File: src/rtl/clock_pkg.sv
// Shared types and constants for the front-panel clock-setting controller.
//   set_state_t     : field-select FSM state, code equals the edit_field value
//   FIELD_*         : edit_field codes
//   BTN_SYNC_STAGES : flops in each button synchronizer
//   next_field()    : MODE-press successor state
//   field_code()    : edit_field value for a state
//   field_strobe()  : one-hot (active-high) strobe select, bit 0 = sec .. bit 5 = year
package clock_pkg;

  localparam int unsigned BTN_SYNC_STAGES = 2;

  localparam logic [2:0] FIELD_NONE = 3'd0;
  localparam logic [2:0] FIELD_SEC  = 3'd1;
  localparam logic [2:0] FIELD_MIN  = 3'd2;
  localparam logic [2:0] FIELD_HOUR = 3'd3;
  localparam logic [2:0] FIELD_DAY  = 3'd4;
  localparam logic [2:0] FIELD_MON  = 3'd5;
  localparam logic [2:0] FIELD_YEAR = 3'd6;

  typedef enum logic [2:0] {
    RUN    = 3'd0,
    E_SEC  = 3'd1,
    E_MIN  = 3'd2,
    E_HOUR = 3'd3,
    E_DAY  = 3'd4,
    E_MON  = 3'd5,
    E_YEAR = 3'd6
  } set_state_t;

  function automatic set_state_t next_field(input set_state_t s);
    set_state_t n;
    case (s)
      RUN:     n = E_SEC;
      E_SEC:   n = E_MIN;
      E_MIN:   n = E_HOUR;
      E_HOUR:  n = E_DAY;
      E_DAY:   n = E_MON;
      E_MON:   n = E_YEAR;
      default: n = RUN;
    endcase
    return n;
  endfunction

  function automatic logic [2:0] field_code(input set_state_t s);
    logic [2:0] c;
    case (s)
      E_SEC:   c = FIELD_SEC;
      E_MIN:   c = FIELD_MIN;
      E_HOUR:  c = FIELD_HOUR;
      E_DAY:   c = FIELD_DAY;
      E_MON:   c = FIELD_MON;
      E_YEAR:  c = FIELD_YEAR;
      default: c = FIELD_NONE;
    endcase
    return c;
  endfunction

  function automatic logic [5:0] field_strobe(input set_state_t s);
    logic [5:0] v;
    case (s)
      E_SEC:   v = 6'b000001;
      E_MIN:   v = 6'b000010;
      E_HOUR:  v = 6'b000100;
      E_DAY:   v = 6'b001000;
      E_MON:   v = 6'b010000;
      E_YEAR:  v = 6'b100000;
      default: v = 6'b000000;
    endcase
    return v;
  endfunction

endpackage

File: src/rtl/clock_set_ctrl_if.sv
// Front-panel bus of the clock-setting controller.
//   btn_mode_n, btn_inc_n : raw active-low buttons (asynchronous)
//   tick_1hz              : one-clk pulse per second
//   run_en                : 1 = timekeeping allowed
//   edit_field            : 0 none, 1 sec .. 6 year
//   blink                 : display blink while editing
//   set_s .. set_y        : active-low one-clk increment strobes
// master = panel/environment side, slave = controller side.
interface clock_set_ctrl_if;
  logic       btn_mode_n;
  logic       btn_inc_n;
  logic       tick_1hz;
  logic       run_en;
  logic [2:0] edit_field;
  logic       blink;
  logic       set_s;
  logic       set_mi;
  logic       set_h;
  logic       set_d;
  logic       set_mon;
  logic       set_y;

  modport master (
    output btn_mode_n, btn_inc_n, tick_1hz,
    input  run_en, edit_field, blink, set_s, set_mi, set_h, set_d, set_mon, set_y
  );

  modport slave (
    input  btn_mode_n, btn_inc_n, tick_1hz,
    output run_en, edit_field, blink, set_s, set_mi, set_h, set_d, set_mon, set_y
  );
endinterface

File: src/rtl/btn_debounce.sv
// Button conditioning: synchronizer, debounce counter and press-edge pulse.
//   clk, rst_n : clock, asynchronous active-low reset
//   btn_n_i    : raw active-low button
//   level_o    : debounced level (1 = released)
//   press_o    : one-clk pulse on the debounced 1->0 edge
// A stable raw edge produces press_o DEB_CYCLES + 3 clk later.
module btn_debounce import clock_pkg::*; #(
  parameter logic [19:0] DEB_CYCLES = 20'd500000
) (
  input  logic clk,
  input  logic rst_n,
  input  logic btn_n_i,
  output logic level_o,
  output logic press_o
);

  logic [BTN_SYNC_STAGES-1:0] sync_q, sync_d;
  logic [19:0]                cnt_q, cnt_d;
  logic                       level_q, level_d;
  logic                       level_dly_q;
  logic                       press_q, press_d;
  logic                       sync_out;

  assign sync_out = sync_q[BTN_SYNC_STAGES-1];

  always_comb begin
    sync_d  = {sync_q[BTN_SYNC_STAGES-2:0], btn_n_i};
    cnt_d   = cnt_q;
    level_d = level_q;
    if (sync_out == level_q) begin
      cnt_d = '0;
    end else if (cnt_q + 20'd1 >= DEB_CYCLES) begin
      // DEB_CYCLES consecutive differing samples: accept the new level
      cnt_d   = '0;
      level_d = sync_out;
    end else begin
      cnt_d = cnt_q + 20'd1;
    end
    press_d = level_dly_q & ~level_q;
  end

  // Idle (released) levels on reset so no spurious press follows reset.
  always_ff @(posedge clk or negedge rst_n) begin
    if (!rst_n) begin
      sync_q      <= '1;
      cnt_q       <= '0;
      level_q     <= 1'b1;
      level_dly_q <= 1'b1;
      press_q     <= 1'b0;
    end else begin
      sync_q      <= sync_d;
      cnt_q       <= cnt_d;
      level_q     <= level_d;
      level_dly_q <= level_q;
      press_q     <= press_d;
    end
  end

  assign level_o = level_q;
  assign press_o = press_q;

endmodule

File: src/rtl/clock_set_ctrl.sv
// Front-panel setting controller for the century clock.
//   clk, rst_n : clock, asynchronous active-low reset
//   bus        : clock_set_ctrl_if.slave (buttons, tick_1hz, run_en, edit_field,
//                blink, active-low set_* strobes)
// MODE steps RUN -> sec -> min -> hour -> day -> month -> year -> RUN; INC
// strobes the selected field counter. Inactivity of TIMEOUT_S ticks returns to RUN.
// Optional build macro CLOCK_SET_AUTO_REPEAT_EN: holding INC auto-repeats one
// strobe per tick after REPEAT_DLY ticks.
module clock_set_ctrl import clock_pkg::*; #(
  parameter logic [19:0] DEB_CYCLES = 20'd500000,
  parameter logic [7:0]  TIMEOUT_S  = 8'd30,
  parameter logic [3:0]  REPEAT_DLY = 4'd2
) (
  input logic              clk,
  input logic              rst_n,
  clock_set_ctrl_if.slave  bus
);

  logic mode_press, mode_lvl;
  logic inc_press, inc_lvl;
  logic rep_fire;
  logic in_edit;

  set_state_t state_q, state_d;
  logic [7:0] to_cnt_q, to_cnt_d, to_cnt_inc;
  logic       blink_q, blink_d;
  logic [5:0] strb_q, strb_d;

  btn_debounce #(.DEB_CYCLES(DEB_CYCLES)) u_deb_mode (
    .clk     (clk),
    .rst_n   (rst_n),
    .btn_n_i (bus.btn_mode_n),
    .level_o (mode_lvl),
    .press_o (mode_press)
  );

  btn_debounce #(.DEB_CYCLES(DEB_CYCLES)) u_deb_inc (
    .clk     (clk),
    .rst_n   (rst_n),
    .btn_n_i (bus.btn_inc_n),
    .level_o (inc_lvl),
    .press_o (inc_press)
  );

  assign in_edit = (state_q != RUN);

`ifdef CLOCK_SET_AUTO_REPEAT_EN
  logic [3:0] rep_cnt_q, rep_cnt_d;
  logic       rep_cancel_q, rep_cancel_d;
  logic       unused_lvl;

  assign unused_lvl = mode_lvl;

  always_comb begin
    rep_cnt_d    = rep_cnt_q;
    rep_cancel_d = rep_cancel_q;
    rep_fire     = 1'b0;
    if (inc_lvl) begin
      // released: rearm
      rep_cnt_d    = '0;
      rep_cancel_d = 1'b0;
    end else if (mode_press) begin
      // MODE while INC held stops repeating until INC is released
      rep_cnt_d    = '0;
      rep_cancel_d = 1'b1;
    end else if (!in_edit) begin
      rep_cnt_d = '0;
    end else if (bus.tick_1hz && !rep_cancel_q) begin
      if (rep_cnt_q >= REPEAT_DLY) begin
        rep_fire = 1'b1;
      end else begin
        rep_cnt_d = rep_cnt_q + 4'd1;
      end
    end
  end

  always_ff @(posedge clk or negedge rst_n) begin
    if (!rst_n) begin
      rep_cnt_q    <= '0;
      rep_cancel_q <= 1'b0;
    end else begin
      rep_cnt_q    <= rep_cnt_d;
      rep_cancel_q <= rep_cancel_d;
    end
  end
`else
  logic unused_lvl;

  assign unused_lvl = ^{mode_lvl, inc_lvl, REPEAT_DLY};
  assign rep_fire   = 1'b0;
`endif

  assign to_cnt_inc = (to_cnt_q == 8'hFF) ? 8'hFF : to_cnt_q + 8'd1;

  always_comb begin
    state_d  = state_q;
    to_cnt_d = to_cnt_q;
    strb_d   = '0;
    if (mode_press) begin
      // MODE has priority; a coincident INC press is dropped
      state_d = next_field(state_q);
    end else if (in_edit && (inc_press || rep_fire)) begin
      strb_d   = field_strobe(state_q);
      to_cnt_d = '0;
    end else if (in_edit && bus.tick_1hz) begin
      to_cnt_d = to_cnt_inc;
      if (to_cnt_inc >= TIMEOUT_S) begin
        state_d = RUN;
      end
    end
    if (state_d != state_q) begin
      to_cnt_d = '0;
    end

    if (state_d != state_q) begin
      blink_d = 1'b0;
    end else if (in_edit && bus.tick_1hz) begin
      blink_d = ~blink_q;
    end else begin
      blink_d = blink_q;
    end
  end

  always_ff @(posedge clk or negedge rst_n) begin
    if (!rst_n) begin
      state_q  <= RUN;
      to_cnt_q <= '0;
      blink_q  <= 1'b0;
      strb_q   <= '0;
    end else begin
      state_q  <= state_d;
      to_cnt_q <= to_cnt_d;
      blink_q  <= blink_d;
      strb_q   <= strb_d;
    end
  end

  assign bus.run_en     = (state_q == RUN);
  assign bus.edit_field = field_code(state_q);
  assign bus.blink      = blink_q;
  assign bus.set_s      = ~strb_q[0];
  assign bus.set_mi     = ~strb_q[1];
  assign bus.set_h      = ~strb_q[2];
  assign bus.set_d      = ~strb_q[3];
  assign bus.set_mon    = ~strb_q[4];
  assign bus.set_y      = ~strb_q[5];

endmodule
File: src/flat_wrapper.sv
// flat-port wrapper written by rule: the top's interface ports become plain ports
module clock_set_ctrl_flat import clock_pkg::*;
#(
  parameter logic [19:0] DEB_CYCLES = 20'd500000,
  parameter logic [7:0]  TIMEOUT_S  = 8'd30,
  parameter logic [3:0]  REPEAT_DLY = 4'd2
)
  (clk, rst_n, bus_btn_mode_n, bus_btn_inc_n, bus_tick_1hz, bus_run_en, bus_edit_field, bus_blink, bus_set_s, bus_set_mi, bus_set_h, bus_set_d, bus_set_mon, bus_set_y);
  clock_set_ctrl_if bus_i ();
  input logic clk;
  input logic rst_n;
  input wire logic [$bits(bus_i.btn_mode_n)-1:0] bus_btn_mode_n;
  input wire logic [$bits(bus_i.btn_inc_n)-1:0] bus_btn_inc_n;
  input wire logic [$bits(bus_i.tick_1hz)-1:0] bus_tick_1hz;
  output wire logic [$bits(bus_i.run_en)-1:0] bus_run_en;
  output wire logic [$bits(bus_i.edit_field)-1:0] bus_edit_field;
  output wire logic [$bits(bus_i.blink)-1:0] bus_blink;
  output wire logic [$bits(bus_i.set_s)-1:0] bus_set_s;
  output wire logic [$bits(bus_i.set_mi)-1:0] bus_set_mi;
  output wire logic [$bits(bus_i.set_h)-1:0] bus_set_h;
  output wire logic [$bits(bus_i.set_d)-1:0] bus_set_d;
  output wire logic [$bits(bus_i.set_mon)-1:0] bus_set_mon;
  output wire logic [$bits(bus_i.set_y)-1:0] bus_set_y;
  assign bus_i.btn_mode_n = bus_btn_mode_n;
  assign bus_i.btn_inc_n = bus_btn_inc_n;
  assign bus_i.tick_1hz = bus_tick_1hz;
  assign bus_run_en = bus_i.run_en;
  assign bus_edit_field = bus_i.edit_field;
  assign bus_blink = bus_i.blink;
  assign bus_set_s = bus_i.set_s;
  assign bus_set_mi = bus_i.set_mi;
  assign bus_set_h = bus_i.set_h;
  assign bus_set_d = bus_i.set_d;
  assign bus_set_mon = bus_i.set_mon;
  assign bus_set_y = bus_i.set_y;
  clock_set_ctrl #(.DEB_CYCLES(DEB_CYCLES), .TIMEOUT_S(TIMEOUT_S), .REPEAT_DLY(REPEAT_DLY)) u_core (.clk(clk), .rst_n(rst_n), .bus(bus_i));
endmodule
File: config.mk
export PLATFORM = sky130hd
export DESIGN_NAME = clock_set_ctrl_flat
export DESIGN_NICKNAME = d
export VERILOG_FILES = /design/src/rtl/clock_pkg.sv /design/src/rtl/clock_set_ctrl_if.sv /design/src/rtl/btn_debounce.sv /design/src/rtl/clock_set_ctrl.sv /design/src/flat_wrapper.sv
export SDC_FILE = /design/constraint.sdc
export NUM_CORES = 1
export LEC_CHECK = 0
export CORE_ASPECT_RATIO = 0.8
export CORE_UTILIZATION = 51
export CTS_BUF_LIST = sky130_fd_sc_hd__clkbuf_4
export CTS_CLUSTER_DIAMETER = 40
export DETAILED_ROUTE_END_ITERATION = 10
export PLACE_DENSITY = 0.69
export SETUP_SLACK_MARGIN = 0.02
export SLEW_MARGIN = 20
export SYNTH_ARGS = -nofsm -noshare
export SYNTH_HDL_FRONTEND = slang
export SYNTH_SLANG_ARGS = --single-unit
File: constraint.sdc
create_clock -name clk -period 3.1 [get_ports clk]
set_input_delay 0.31 -clock clk [delete_from_list [all_inputs] [get_ports clk]]
set_output_delay 0.31 -clock clk [all_outputs]
set_load 0.005 [all_outputs]
-- After elaboration in Yosys (flattened, before gate mapping)
Index checks and enable logic that the tools add are counted.
- bitwise gates (word level): 13
- multiplexer cells: 20
- eq/ne operators: 11
- reduce and logical (&&, ||, !) cells: 9
- $lt $le $gt $ge: 3
- add/sub/neg operators: 3
- operator list (operator ; count):
    $mux W20 ; 4
    $add A20 B1 Y20 const B ; 2
    $ge A20 B19 Y1 const B ; 2
    $mux W8 ; 5
    $pmux W3 S6 ; 2
    $pmux W6 S6 ; 1
    $mux W3 ; 4
    $mux W6 ; 2
    $not A1 Y1 ; 11
    $eq A3 B3 Y1 const B ; 3
    $add A8 B1 Y8 const B ; 1
    $eq A8 B8 Y1 const B ; 1
    $ge A8 B5 Y1 const B ; 1
    $eq A3 B2 Y1 const B ; 2
    $reduce_and A2 Y1 ; 3
    $reduce_bool A3 Y1 ; 2
    $eq A3 B1 Y1 const B ; 1
    $logic_not A3 Y1 ; 1
    $ne A3 B3 Y1 ; 1
    $and A1 B1 Y1 ; 2
    $eq A1 B1 Y1 ; 2
    $logic_and A1 B1 Y1 ; 2
    $mux W1 ; 2
    $ne A2 B1 Y1 const B ; 1
    $reduce_bool A2 Y1 ; 1
- bits in registers: 68
- output and inout bits: 11
- word-level logic and storage cells: 73

-- Logic depth before layout (Yosys ltp)
- depth in word-level cells: 10
- mapped depth: 11

-- Modules after synthesis
Synthesis repeated with hierarchy kept, for this count alone.
- cell total of the unflattened synthesis: 389
- area, all modules: 3942.5 µm²
- by module, submodules not included (module ; cells each ; sequential area each (µm²) ; area each (µm²) ; instances):
    btn_debounce (u_core.u_deb_inc) ; 135 ; 630.6 ; 1478.9 ; 1
    btn_debounce (u_core.u_deb_mode) ; 133 ; 630.6 ; 1398.8 ; 1
    clock_set_ctrl ; 121 ; 450.4 ; 1064.8 ; 1

-- Worst setup path before layout
Ideal clock, no wire load.
- path kind: reg-to-reg
- from: reg u_core.u_deb_inc.cnt_q[2]
- to: reg u_core.u_deb_inc.level_q (netlist: u_core.u_deb_inc.level_o)
- setup slack: 0.781 ns
- buffers on the path: 1
- required time: 3.015 ns
- arrival time: 2.234 ns
- stages on the path, launching flop included: 9
- cells stage by stage: dfrtp_1 nand3_2 or3_1 buf_6 or3_1 a211oi_2 o211ai_2 nand2_2 mux2_1
- longest elaborated chain between the ends: 3
- RTL lines (item ; line ; source):
    from (decl) ; btn_debounce.sv:18 ; logic [19:0] cnt_q, cnt_d;
    from (signal assigned) ; btn_debounce.sv:52 ; cnt_q <= cnt_d;
    $add A20 B1 Y20 ; btn_debounce.sv:32 ; end else if (cnt_q + 20'd1 >= DEB_CYCLES) begin
    $ge A20 B19 Y1 ; btn_debounce.sv:32 ;
    $reduce_and A2 Y1 (no source line) ; - ;
    to (signal assigned) ; btn_debounce.sv:53 ; level_q <= level_d;
    to (decl) ; btn_debounce.sv:19 ; logic level_q, level_d;
Every way passes these cells.
A chain may end at the register's enable or synchronous reset.

-- Worst setup path after layout
- from: reg u_core.u_deb_inc.cnt_q[0]
- to: reg u_core.u_deb_inc.level_q (netlist: u_core.u_deb_inc.level_o)
The elaborated chain is that of the path after synthesis.

==> run metrics <==
DR vias/cell 5.45; CTS Buf Count 9; Final ANT Viol Nets 0; drt pass-1 iters 7; Crit Path Max Fanout 8; routed wl met3 344 microns; die outline area 7490 sq um; pin count of the biggest net entering global routing 42; Detailed Place HPWL 4.68 mm; crit path from u_core.u_deb_inc.cnt_q[0]; Fin Hold WS 0.0248 ns; CTS-repair resized insts 0; Leak 1.60 nW; ys async rst share 100%; synth warn 0; Net Sw Frac 27.2%; pwr/cell area 492 nW/um^2; GRT Overall Usage 20.8%; Die Span Y 77.6 microns; met2 WL 3.05 mm; Clock Sinks 68; CP Capture Type flip-flop; CP required 3.44 ns; total wire length 6.75 mm; wire length per cell 13.6 microns; port bufs 15; Hold Buf Count CTS 0; Final setup violation count 0; r2r setup slk 0.46 ns; row count 27; clock group share of total power 32.5%; failing checks DRC; Worst-Skew Late Latency 0.40 ns; Arr. time, crit path 2.98 ns; Setup Buffers After CTS 0; area growth from synthesis to layout 9.06%; CTS root buf clkbuf_4; unrepaired setup endpoints after global routing false; storage element area 1710 sq um; Yosys cell types 55; Flop pwr share 52.2%; number of synthesized register bits 68; total power 1.96 mW; kind of critical path reg -> reg; Cell Area, Synth 3650 sq um; H-tree lvl count 3; global-route wire length before repair 12.0 mm; fin nets 414; max-cap check violation count 0; minimum clock period 2.64 ns; Final GP Congestion 0.858; via count 2703; clock skew 0.0101 ns; Register-to-Register Path Depth 8; Synth Flop Type dfrtp_1; Psw 532 uW; Die Span X 96.5 microns; TNS Setup 0 ns; # diodes 0; Placeable Area 6890 sq um; Clock Pin Slew Worst Setup and Hold Paths 0.11 ns; Mapped Cells 393; Max-slew headroom 40.2%; Mapped Avg Cell Area 9.28 sq um; layout cells sized above 1 9.54%; boundary pin count 16; GRT overflow 0; Max VDD drop 0.315 mV; status finished with violations; r2r startpoint u_core.u_deb_inc.cnt_q[0]; Slew Viols, Final 0; footprint of the multi-input gates 1780 sq um; final hold vios 0; post-synthesis sequential area ratio 46.9%; Max Root-Sink Buffers 2; Fill cells 630; Initial DRC Count 163; EDFF count, synth 0; Internal 1.43 mW; Worst Tran Pin Value 0.897 ns; uppermost layer routed met4; crit path launch type flip-flop; Max Fclk 378 MHz; via count of the first global-routing pass 2620; r2r endpoint u_core.u_deb_inc.level_o; Initial Util 52.9%; drc violations 2; met1 wire length 3.30 mm; Hold Crit Class in -> async; TritonCTS clock tree built; antenna violations before repair 0; Comb pwr share 15.3%; Final Cycle Share 85.3%
cell usage after synthesis (all sizes together) (3+ instances only):
cell    instances  area share (%)
ha              5             1.7
a21oi          11             1.5
nand3          23             3.6
o21ai          16             2.2
inv            13             1.3
xnor2          19             4.6
clkbuf         12             1.3
nor4            6             1.0
nand2          33             3.7
nand2b          6             1.0
nor2b           6             1.0
dfrtp          60              41
a31oi           3            0.51
and3            7             1.2
a41oi           3            0.72
or3             7             1.2
nor3b           4            0.82
dfstp           8             5.8
xor2           20             4.8
nor2           60             6.2
nand4          14             2.4
and2            7             1.3
buf             8             1.8
nor4b           3            0.72
mux2i           4             1.1
nor3           12             1.6
metrics by stage:
step | area [sq um] | instances | utilization (%) | setup WS (ns)
global placement | 3820 | 480 | 55.5 | 0.612
global route | 3980 | 496 | 57.7 | 0.171
CTS | 3980 | 496 | 57.7 | 0.487
floorplan | 3650 | 394 | - | 0.781
detailed placement | 3820 | 480 | 55.5 | 0.526
finish | 3980 | 496 | 57.7 | 0.456
sequential cells by signal, summed over array words and instances (netlist names):
signal and flops:
u_core.strb_q 6, u_core.to_cnt_q 8, u_core.u_deb_inc.cnt_q 20, u_core.u_deb_inc.level_dly_q 1
u_core.u_deb_inc.press_o 1, u_core.u_deb_mode.cnt_q 20, u_core.u_deb_inc.sync_q 2, u_core.u_deb_mode.press_o 1
u_core.u_deb_mode.level_dly_q 1, u_core.u_deb_mode.level_o 1, u_core.state_q 3, u_core.u_deb_mode.sync_q 2
u_core.bus.blink 1, u_core.u_deb_inc.level_o 1
critical path, cell delays in order (launching register included):
cell and delay (ns):
dfrtp_1 0.48, ha_1 0.28, nand4_1 0.31, nor4_1 0.50
mux2i_1 0.23, a22oi_1 0.09, o211ai_2 0.30, nand2_2 0.07
mux2_1 0.31
layout make-up:
type | count | area share (%)
Multi-Input combinational cell | 293 | 44.7
Sequential cell | 68 | 43.0
Timing Repair Buffer | 19 | 4.41
Tap cell | 87 | 2.74
Clock inverter | 6 | 1.98
Clock buffer | 10 | 1.89
Inverter | 13 | 1.23
layer usage:
metal	GRT usage, %	vias to the layer above
met4	7.21	0
met2	30.2	47
li1	-	1365
met3	6.37	6
met5	0	-
met1	29.3	1285
worst max path at each step:
stage | to | slack (ns)
finish | u_core.u_deb_inc.level_o | 0.46
global route | u_core.u_deb_inc.level_o | 0.17
CTS | u_core.u_deb_inc.level_o | 0.49
detailed placement | u_core.u_deb_inc.level_o | 0.53
global placement | u_core.u_deb_inc.level_o | 0.61
floorplan | u_core.u_deb_inc.level_o | 0.78
placed cells by master, fill, tap and decap left out, drive strengths merged, types with 3 or more instances in the layout:
cell	count
a21oi	11
a41oi	3
ha	5
dfrtp	60
nor3b	4
nand4	14
buf	5
clkbuf	10
and3	7
xnor2	19
nand3	23
inv	13
clkdlybuf4s50	14
xor2	20
nor4	6
dfstp	8
o21ai	16
nor2	60
nand2b	6
nand2	33
or3	7
a31oi	3
clkinv	3
nor3	12
nor2b	6
and2	7
mux2i	4
nor4b	3
kinds of logic (layout without fill, tap and decap cells):
kind of cell / after synthesis / after routing / share of synthesized area [%]
and+or+nand+nor: 194 / 194 / 27.3
DFF: 68 / 68 / 46.9
AOI/OAI and AO/OA: 47 / 47 / 8.44
xor gates and xnor gates: 39 / 39 / 9.37
buffers and inverters: 33 / 48 / 4.39
muxes: 6 / 6 / 1.72
adders and majority gates: 5 / 5 / 1.72
other: 1 / 2 / 0.103
power groups by stage:
stage	combinational (mW)	sequential, mW	clock [mW]
6_report	0.299	1.02	0.636
5_1_grt	0.343	1.04	0.699
4_1_cts	0.305	1.02	0.659
3_5_place_dp	0.302	1.04	0
3_3_place_gp	0.296	1.04	0
2_1_floorplan	0.209	0.996	0
No activity file was read; power rests on OpenSTA's default activity.
